<file path="src/rtl/vend_dispenser.sv">
// Dispense back end: queues vend/change requests and drives the product motor
// and the coin hopper (4-phase eject/ack handshake with timeout).
module vend_dispenser #(
    parameter int FIFO_DEPTH   = 4,
    parameter int MOTOR_CYCLES = 8,
    parameter int ACK_TIMEOUT  = 255
) (
    input  logic       clk,
    input  logic       rst,
    input  logic       vend_in,
    input  logic [1:0] change_in,
    input  logic       hopper_ack,
    output logic       motor_on,
    output logic       coin_eject,
    output logic       busy,
    output logic       fifo_full,
    output logic       overflow,
    output logic       fault,
    output logic [7:0] coins_dispensed
);

    localparam int PTR_W   = (FIFO_DEPTH > 1) ? $clog2(FIFO_DEPTH) : 1;
    localparam int CNT_W   = PTR_W + 1;
    localparam int TMR_MAX = (MOTOR_CYCLES > ACK_TIMEOUT) ? MOTOR_CYCLES : ACK_TIMEOUT;
    localparam int TMR_W   = $clog2(TMR_MAX + 1);

    localparam logic [CNT_W-1:0] FIFO_FULL_CNT = CNT_W'(FIFO_DEPTH);
    localparam logic [TMR_W-1:0] MOTOR_LAST    = TMR_W'(MOTOR_CYCLES - 1);
    localparam logic [TMR_W-1:0] ACK_LAST      = TMR_W'(ACK_TIMEOUT - 1);

    typedef enum logic [2:0] {
        ST_IDLE     = 3'd0,
        ST_MOTOR    = 3'd1,
        ST_COIN_REQ = 3'd2,
        ST_COIN_REL = 3'd3,
        ST_FAULT    = 3'd4
    } state_t;

    state_t           state_q, state_d;
    logic [2:0]       mem_q [FIFO_DEPTH];
    logic [PTR_W-1:0] wr_ptr_q, rd_ptr_q;
    logic [CNT_W-1:0] count_q, count_d;
    logic [TMR_W-1:0] tmr_q, tmr_d;
    logic [1:0]       remaining_q, remaining_d;
    logic [7:0]       coins_q, coins_d;
    logic             motor_on_q, coin_eject_q, busy_q, fifo_full_q, overflow_q, fault_q;

    logic       req_valid_s;
    logic       fifo_empty_s;
    logic       fifo_full_s;
    logic       push_s;
    logic       pop_s;
    logic [2:0] head_s;
    logic       timed_s;

    assign req_valid_s  = vend_in | (change_in != 2'd0);
    assign fifo_empty_s = (count_q == CNT_W'(0));
    assign fifo_full_s  = (count_q == FIFO_FULL_CNT);
    assign head_s       = mem_q[rd_ptr_q];
    // A full FIFO still takes a request when the head leaves on the same edge.
    assign push_s       = req_valid_s & (~fifo_full_s | pop_s);
    assign timed_s      = (state_q == ST_MOTOR) | (state_q == ST_COIN_REQ) | (state_q == ST_COIN_REL);

    // Next-state, pop decision and coin bookkeeping.
    always_comb begin
        state_d     = state_q;
        remaining_d = remaining_q;
        coins_d     = coins_q;
        pop_s       = 1'b0;
        case (state_q)
            ST_IDLE: begin
                if (!fifo_empty_s) begin
                    pop_s       = 1'b1;
                    remaining_d = head_s[1:0];
                    state_d     = head_s[2] ? ST_MOTOR : ST_COIN_REQ;
                end else begin
                    state_d = ST_IDLE;
                end
            end
            ST_MOTOR: begin
                if (tmr_q == MOTOR_LAST) begin
                    state_d = (remaining_q != 2'd0) ? ST_COIN_REQ : ST_IDLE;
                end else begin
                    state_d = ST_MOTOR;
                end
            end
            ST_COIN_REQ: begin
                if (hopper_ack) begin
                    remaining_d = remaining_q - 2'd1;
                    coins_d     = coins_q + 8'd1;
                    state_d     = ST_COIN_REL;
                end else if (tmr_q == ACK_LAST) begin
                    state_d = ST_FAULT;
                end else begin
                    state_d = ST_COIN_REQ;
                end
            end
            ST_COIN_REL: begin
                if (!hopper_ack) begin
                    state_d = (remaining_q != 2'd0) ? ST_COIN_REQ : ST_IDLE;
                end else if (tmr_q == ACK_LAST) begin
                    state_d = ST_FAULT;
                end else begin
                    state_d = ST_COIN_REL;
                end
            end
            ST_FAULT: begin
                state_d = ST_FAULT;
            end
            default: begin
                state_d = ST_FAULT;
            end
        endcase
    end

    // Shared motor/handshake timer: restarts on every state change.
    always_comb begin
        if (timed_s && (state_d == state_q)) begin
            tmr_d = tmr_q + TMR_W'(1);
        end else begin
            tmr_d = '0;
        end
    end

    // FIFO occupancy update.
    always_comb begin
        case ({push_s, pop_s})
            2'b10:   count_d = count_q + CNT_W'(1);
            2'b01:   count_d = count_q - CNT_W'(1);
            default: count_d = count_q;
        endcase
    end

    // FSM, timer, FIFO pointers and registered outputs.
    always_ff @(posedge clk) begin
        if (rst) begin
            state_q      <= ST_IDLE;
            tmr_q        <= '0;
            remaining_q  <= 2'd0;
            coins_q      <= 8'd0;
            wr_ptr_q     <= '0;
            rd_ptr_q     <= '0;
            count_q      <= '0;
            motor_on_q   <= 1'b0;
            coin_eject_q <= 1'b0;
            busy_q       <= 1'b0;
            fifo_full_q  <= 1'b0;
            overflow_q   <= 1'b0;
            fault_q      <= 1'b0;
        end else begin
            state_q      <= state_d;
            tmr_q        <= tmr_d;
            remaining_q  <= remaining_d;
            coins_q      <= coins_d;
            wr_ptr_q     <= push_s ? wr_ptr_q + PTR_W'(1) : wr_ptr_q;
            rd_ptr_q     <= pop_s ? rd_ptr_q + PTR_W'(1) : rd_ptr_q;
            count_q      <= count_d;
            motor_on_q   <= (state_d == ST_MOTOR);
            coin_eject_q <= (state_d == ST_COIN_REQ);
            busy_q       <= (state_d != ST_IDLE) | (count_d != CNT_W'(0));
            fifo_full_q  <= (count_d == FIFO_FULL_CNT);
            overflow_q   <= overflow_q | (req_valid_s & ~push_s);
            fault_q      <= (state_d == ST_FAULT);
        end
    end

    // Request storage; entry is {vend, change}.
    always_ff @(posedge clk) begin
        if (rst) begin
            for (int i = 0; i < FIFO_DEPTH; i++) begin
                mem_q[i] <= 3'd0;
            end
        end else if (push_s) begin
            mem_q[wr_ptr_q] <= {vend_in, change_in};
        end else begin
            mem_q[wr_ptr_q] <= mem_q[wr_ptr_q];
        end
    end

    assign motor_on        = motor_on_q;
    assign coin_eject      = coin_eject_q;
    assign busy            = busy_q;
    assign fifo_full       = fifo_full_q;
    assign overflow        = overflow_q;
    assign fault           = fault_q;
    assign coins_dispensed = coins_q;

endmodule

</file>
<file path="config.mk">
export PLATFORM = sky130hd
export DESIGN_NAME = vend_dispenser
export DESIGN_NICKNAME = d
export VERILOG_FILES = /design/src/rtl/vend_dispenser.sv
export SDC_FILE = /design/constraint.sdc
export NUM_CORES = 1
export LEC_CHECK = 0
export ABC_AREA = 1
export BUFFER_PORTS_ARGS = -buffer_cell sky130_fd_sc_hd__clkbuf_2
export CORE_MARGIN = 3
export CORE_UTILIZATION = 39
export CTS_BUF_LIST = sky130_fd_sc_hd__clkbuf_16
export CTS_CLUSTER_DIAMETER = 120
export DETAILED_ROUTE_END_ITERATION = 12
export PLACE_DENSITY = 0.64
export SYNTH_ARGS = -nofsm -noshare
export SYNTH_HDL_FRONTEND = slang
export SYNTH_SLANG_ARGS = --single-unit
</file>
<file path="constraint.sdc">
create_clock -name clk -period 2.6 [get_ports clk]
set_input_delay 0.39 -clock clk [delete_from_list [all_inputs] [get_ports clk]]
set_output_delay 0.39 -clock clk [all_outputs]
set_load 0.1 [all_outputs]
</file>
==> run_results.csv, run 1 <==
group,metric,value,unit
drt,vias,1777,
layout,fillers,559,
placed_design,gp_congestion,0.869,
critical_path,r2r_slack,0.31,ns
job,drv_cap,0,
synthesis,synth_edf_count,12,
sta,fin_worst_skew,0.00713,ns
global_route,grt_pass1_wl,6980,um
synthesis,seq_area_frac_synth,0.479,
clocking,cts_sinks,48,
sta,fin_setup_tns,0,ns
critical_path,slowest_stage,"fa_1",
min_path,hold_path.startpoint,"vend_in",
critical_path,crit_top_cell,"nand2_1",
critical_path,worst-path-max-fanout,6,
sta,finalCritPeriodShare,0.881,
floorplanning,coreArea,5540,um^2
sta,drv_slew,0,
drt,routed_wl,4190,um
floorplanning,die_h,82.0,um
floorplanning,dieArea,6730,um^2
critical_path,worstPathCellList,"inv_1, nand3_2, nand2_1, nand2_1, ha_1, inv_1, fa_1, nand2_1, o21ai_0, nand2_1, nor2_1, nand4_1, nand2_1, inv_1",
sta,max_freq,0.437,GHz
power,total_switching_power,1.07,mW
sta,fin_crit,2.29,ns
sta,worst_pin_slew,0.570,ns
min_path,hold_path.class,"in -> reg",
sta,finalSetupViolCount,0,
layout,layout-drive-gt1-share,0.131,
power,p_seq_frac,0.380,
drt,first_iter_violations,68,
critical_path,required,2.79,ns
synthesis,synth_ff_type,"dfxtp_1",
synthesis,synth_seq_cells,48,
sta,hold_ws,0.436,ns
global_route,grt_pass1_vias,1637,
synthesis,synthesis.nets,300,
clocking,cts_hold_buf,0,
synthesis,syn-cell-area,2250,um^2
global_route,overflow,0,
critical_path,ff2ff_path_depth,14,
floorplanning,io-pin-count,20,
global_route,grt_max_degree,17,
critical_path,path_delay_family,"simple AND/OR/NAND/NOR gates",
floorplanning,start_util,0.407,
synthesis,netlist_instances,288,
placed_design,numPortBuffers,19,
global_route,antenna_found_initial,0,
critical_path,rr_endpoint,"busy$_SDFF_PP0_",
synthesis,avgSynthCellArea,7.83,um^2
sta,max_slew_margin,0.617,
synthesis,async_flop_share,0,
sta,rsz0062_at_grt,"no",
floorplanning,die_w,82.0,um
drt,routed_via_density,4.63,
floorplanning,row_count,27,
layout,area_growth_syn_to_layout,14.0,%
power,combPwrFrac,0.378,
min_path,min_path_cells,3,
drt,ant_nets,0,
placed_design,dp_hpwl,3160,um
power,clkPwrFrac,0.242,
layout,fin_area,2570,um^2
layout,nets,323,
critical_path,end_kind,"flip-flop",
power,peakVddDrop,0.581,mV
drt,wire_per_inst,10.9,um
clocking,root_buffer,"clkbuf_16",
layout,n_antenna_cell,0,
power,power_density,1000,nW/um^2
power,p_leak,1.11,nW
clocking,cts_tree,"built",
critical_path,critPathLaunchType,"flip-flop",
synthesis,synth_warnings,0,
clocking,clkSlewWorstSetupHoldPaths,0.06,ns
sta,hold_violations,0,
synthesis,ys_types,29,
clocking,cts_max_level,2,
power,p_int,1.50,mW
critical_path,critPathKind,"reg -> reg",
min_path,holdPathEnd,"mem_q[0][2]$_SDFFCE_PN0P_",
clocking,clock_latency,0.29,ns
clocking,cts_buffers,5,
run_status,run_status,"completed",
power,total_power,2.57,mW
critical_path,path_buf_inv,3,
placed_design,placed_area,2430,um^2
drt,drc,0,
power,p_sw_frac,0.416,
critical_path,r2r_start,"state_q[2]$_SDFF_PP0_",
global_route,grtUsageTotal,0.135,
critical_path,max_stage_delay,0.47,ns
clocking,cts_setup_buffers,0,
clocking,cts.repair.resized,0,
critical_path,critPathArrivalTime,2.48,ns
drt,drt_pass1_iterations,4,
clocking,clockBufferDepth,2,
layout by cell type, fill, tap and decap left out, drive strengths merged, types with 2 or more instances in the layout:
cell / instances
clkbuf: 24
o22ai: 2
clkinv: 2
o21ai: 16
a21oi: 9
inv: 44
xnor2: 3
ha: 5
nor3: 13
nand2: 53
edfxtp: 12
nand3: 19
nor2: 59
xor2: 7
dfxtp: 36
final cells by class:
type,count,area (um^2),share of cell area
clock buffers,5,125,0.0487
repair buffers,19,95.1,0.0370
well taps,72,90.1,0.0350
clock inverters,3,17.5,0.00681
flip-flops and latches,48,1080,0.420
multi-input cells,194,1000,0.389
inverters,43,161,0.0628
routing by layer:
layer / global-route usage / share of wire
met2: 0.207 / 0.44
met3: 0.0373 / 0.024
met4: 0.0581 / 0.018
met1: 0.178 / 0.52
met5: 0 / 0
worst min-delay path: stages:
cell and delay [ns]:
clkbuf_2 0.08, inv_1 0.05, nor2_1 0.09
Yosys cell counts, types with 2 or more instances:
library cell / count / share of area
edfxtp_1: 12 / 0.16
dfxtp_1: 36 / 0.32
nand3_2: 2 / 0.0089
nand2_1: 50 / 0.083
nor2_1: 54 / 0.090
xnor2_1: 3 / 0.012
o21ai_0: 16 / 0.036
inv_2: 3 / 0.0050
xor2_1: 7 / 0.027
nand3_1: 17 / 0.038
nor3_1: 12 / 0.027
nand2_2: 2 / 0.0055
nor2_4: 3 / 0.015
clkbuf_1: 3 / 0.0050
ha_1: 5 / 0.028
a21oi_1: 9 / 0.020
o22ai_1: 2 / 0.0055
nor2_2: 2 / 0.0055
inv_1: 40 / 0.067
worst max path at each step:
stage,start,to,slack [ns],depth (start not counted)
after floorplan,state_q[2]$_SDFF_PP0_,busy$_SDFF_PP0_,0.51,14
after detailed placement,state_q[2]$_SDFF_PP0_,busy$_SDFF_PP0_,0.32,14
final,state_q[2]$_SDFF_PP0_,busy$_SDFF_PP0_,0.31,14
after global placement,state_q[2]$_SDFF_PP0_,busy$_SDFF_PP0_,0.38,14
after global routing,state_q[0]$_SDFF_PP0_,busy$_SDFF_PP0_,0.09,14
after CTS,state_q[2]$_SDFF_PP0_,busy$_SDFF_PP0_,0.30,14
power by group through the flow:
stage,clock network (mW),logic (mW),registers (mW)
2_1_floorplan,0,0.573,1.20
3_3_place_gp,0,0.961,0.993
3_5_place_dp,0,0.973,0.992
4_1_cts,0.639,0.978,0.977
5_1_grt,0.665,1.10,0.994
6_report,0.623,0.972,0.978
registers in the layout, summed over array words and instances, names as in the netlist, named ones only:
name             flops
state_q              3
wr_ptr_q             2
coins_dispensed      8
count_q              3
remaining_q          2
fault                1
rd_ptr_q             2
overflow             1
mem_q               12
busy                 1
coin_eject           1
fifo_full            1
motor_on             1
tmr_q                8
metrics by stage:
step / setup slack [ns] / std cells / util
CTS: 0.302 / 384 / 0.464
detailed placement: 0.316 / 376 / 0.438
floorplan: 0.505 / 288 / -
global route: 0.0897 / 384 / 0.464
global placement: 0.379 / 376 / 0.438
finish: 0.310 / 384 / 0.464
cell families after synthesis:
| kind of cell | after synthesis | share of synthesized area |
|---|---|---|
| adder cells (fa/ha/maj) | 6 | 0.0366 |
| AND/OR/NAND/NOR | 147 | 0.295 |
| buffers and inverters | 46 | 0.0766 |
| flip-flops | 48 | 0.479 |
| AO/OA/AOI/OAI | 31 | 0.0738 |
| XOR/XNOR | 10 | 0.0388 |
Note: power is estimated with default switching activity, not from simulation.
==> run 2, diff against run 1 <==
- BUFFER_PORTS_ARGS: -buffer_cell sky130_fd_sc_hd__clkbuf_2 -> not set
- DONT_BUFFER_PORTS: not set -> 1
- PLACE_DENSITY: 0.64 -> 0.61
==> run 2 against run 1 <==
Via count down 3.2%. Cell count down 3.1%. Largest power group unchanged. Non-clock buffer count down 12. Flip-flop and latch count unchanged. Count of clock-buffer cells in the layout up 1. Combinational power down 21%. Wire length down 0.72%. Clock skew down 0.0017 ns. Sequential power up 17%. Die area unchanged. First-iteration DRC count up 10%.
==> run_results.csv, run 2 (synthesis gave the netlist of run 1 again) <==
group,metric,value,unit
run_status,run_status,"completed",
sta,worst_pin_slew,0.981,ns
layout,layout-drive-gt1-share,0.0967,
sta,rsz0062_at_grt,"no",
layout,final_common_cell,"nor2_1",
floorplanning,die_w,82.0,um
global_route,grtUsageTotal,0.139,
clocking,root_buffer,"clkbuf_16",
drt,drc,0,
critical_path,path_delay_family,"simple AND/OR/NAND/NOR gates",
global_route,grt_pass1_vias,1658,
layout,multi_input_area,1000,um^2
sta,hold_violations,0,
placed_design,gp_congestion,0.817,
sta,finalCritPeriodShare,0.899,
critical_path,worstPathCellList,"inv_1, nand3_2, nand2_1, nand2_1, ha_1, inv_1, fa_1, nand2_1, o21ai_0, nand2_1, nor2_1, nand4_1, nand2_1, inv_1",
drt,routed_wl,4160,um
global_route,grt_pass1_wl,7100,um
floorplanning,die_h,82.0,um
layout,nets,311,
global_route,antenna_found_initial,0,
sta,fin_worst_skew,0.00544,ns
critical_path,critPathArrivalTime,2.52,ns
clocking,cts.repair.resized,0,
layout,area_growth_syn_to_layout,12.8,%
clocking,cts_setup_buffers,0,
drt,first_iter_violations,75,
global_route,grt_max_degree,17,
drt,routed_via_density,4.62,
clocking,cts_sinks,48,
sta,finalSetupViolCount,0,
critical_path,critPathLaunchType,"flip-flop",
clocking,cts_buffers,5,
critical_path,crit_top_cell,"nand2_1",
critical_path,max_stage_delay,0.49,ns
drt,wire_per_inst,11.2,um
power,power_density,1010,nW/um^2
drt,drt_pass1_iterations,4,
min_path,hold_path.startpoint,"rst",
critical_path,path_buf_inv,3,
floorplanning,io-pin-count,20,
layout,largest_reg_flops,12,
power,p_leak,1.07,nW
critical_path,required,2.78,ns
floorplanning,start_util,0.407,
placed_design,dp_hpwl,3120,um
layout,n_antenna_cell,0,
min_path,hold_path.class,"in -> reg",
global_route,overflow,0,
clocking,clock_latency,0.28,ns
clocking,cts_hold_buf,0,
job,drv_cap,0,
sta,max_slew_margin,0.345,
critical_path,r2r_start,"state_q[2]$_SDFF_PP0_",
power,peakVddDrop,0.523,mV
clocking,cts_max_level,2,
layout,fillers,568,
floorplanning,coreArea,5540,um^2
layout,regArea,1080,um^2
layout,top_register,"mem_q",
layout,fin_area,2540,um^2
sta,drv_slew,0,
critical_path,crit_path_start,"state_q[2]$_SDFF_PP0_",
placed_design,numPortBuffers,0,
drt,ant_nets,0,
clocking,clockBufferDepth,2,
sta,fin_crit,2.34,ns
layout,layout_common_cells,"nor2_1, nand2_1, inv_1, dfxtp_1, nand3_1",
placed_design,placed_area,2390,um^2
sta,fin_setup_tns,0,ns
sta,max_freq,0.428,GHz
critical_path,slowest_stage,"fa_1",
critical_path,worst-path-max-fanout,6,
critical_path,critPathKind,"reg -> reg",
floorplanning,row_count,27,
floorplanning,dieArea,6730,um^2
clocking,cts_tree,"built",
drt,vias,1720,
power,total_power,2.58,mW
critical_path,end_kind,"flip-flop",
clocking,clkSlewWorstSetupHoldPaths,0.06,ns
## run 2: changes by cell type in the layout (fill, tap and decap cells not counted), sizes merged
cell    before  now
buf          0    7
clkbuf      24    6
clkinv       2    1
## run 2: worst paths after layout
check	to	slack (ns)	cells after the start
setup / recovery	busy$_SDFF_PP0_	0.26	14
hold / removal	coins_dispensed[0]$_SDFFE_PP0P_	0.17	1
setup reg to reg	busy$_SDFF_PP0_	0.26	14
hold reg to reg	rd_ptr_q[1]$_SDFFE_PP0N_	0.48	2
## run 2: where the power goes
| part | switching [mW] | internal, mW |
|---|---|---|
| Sequential | 0.244 | 0.900 |
| Clock | 0.258 | 0.409 |
| Combinational | 0.532 | 0.236 |
| Total | 1.03 | 1.55 |
## run 2: layout make-up
cell class	instances	share of cell area
Clock buffer	6	0.0590
Clock inverter	2	0.00295
Inverter	43	0.0635
Multi-Input combinational cell	194	0.394
Sequential cell	48	0.425
Tap cell	72	0.0354
Timing Repair Buffer	7	0.0207
## run 2: per-layer routing
metal / vias up / wire, um / track usage
met5: - / 0 / 0
met4: 0 / 51 / 0.0449
met3: 5 / 111 / 0.0373
met2: 17 / 1870 / 0.225
met1: 762 / 2120 / 0.178
li1: 936 / - / -
## run 2: metrics by stage
step	utilization	setup WS (ns)	std cells	hold slack [ns]
after global routing	0.459	0.0563	372	0.157
after CTS	0.459	0.254	372	0.163
after detailed placement	0.431	0.276	364	0.462
after floorplan	-	0.505	288	0.436
after global placement	0.431	0.373	364	0.452
final	0.459	0.262	372	0.170
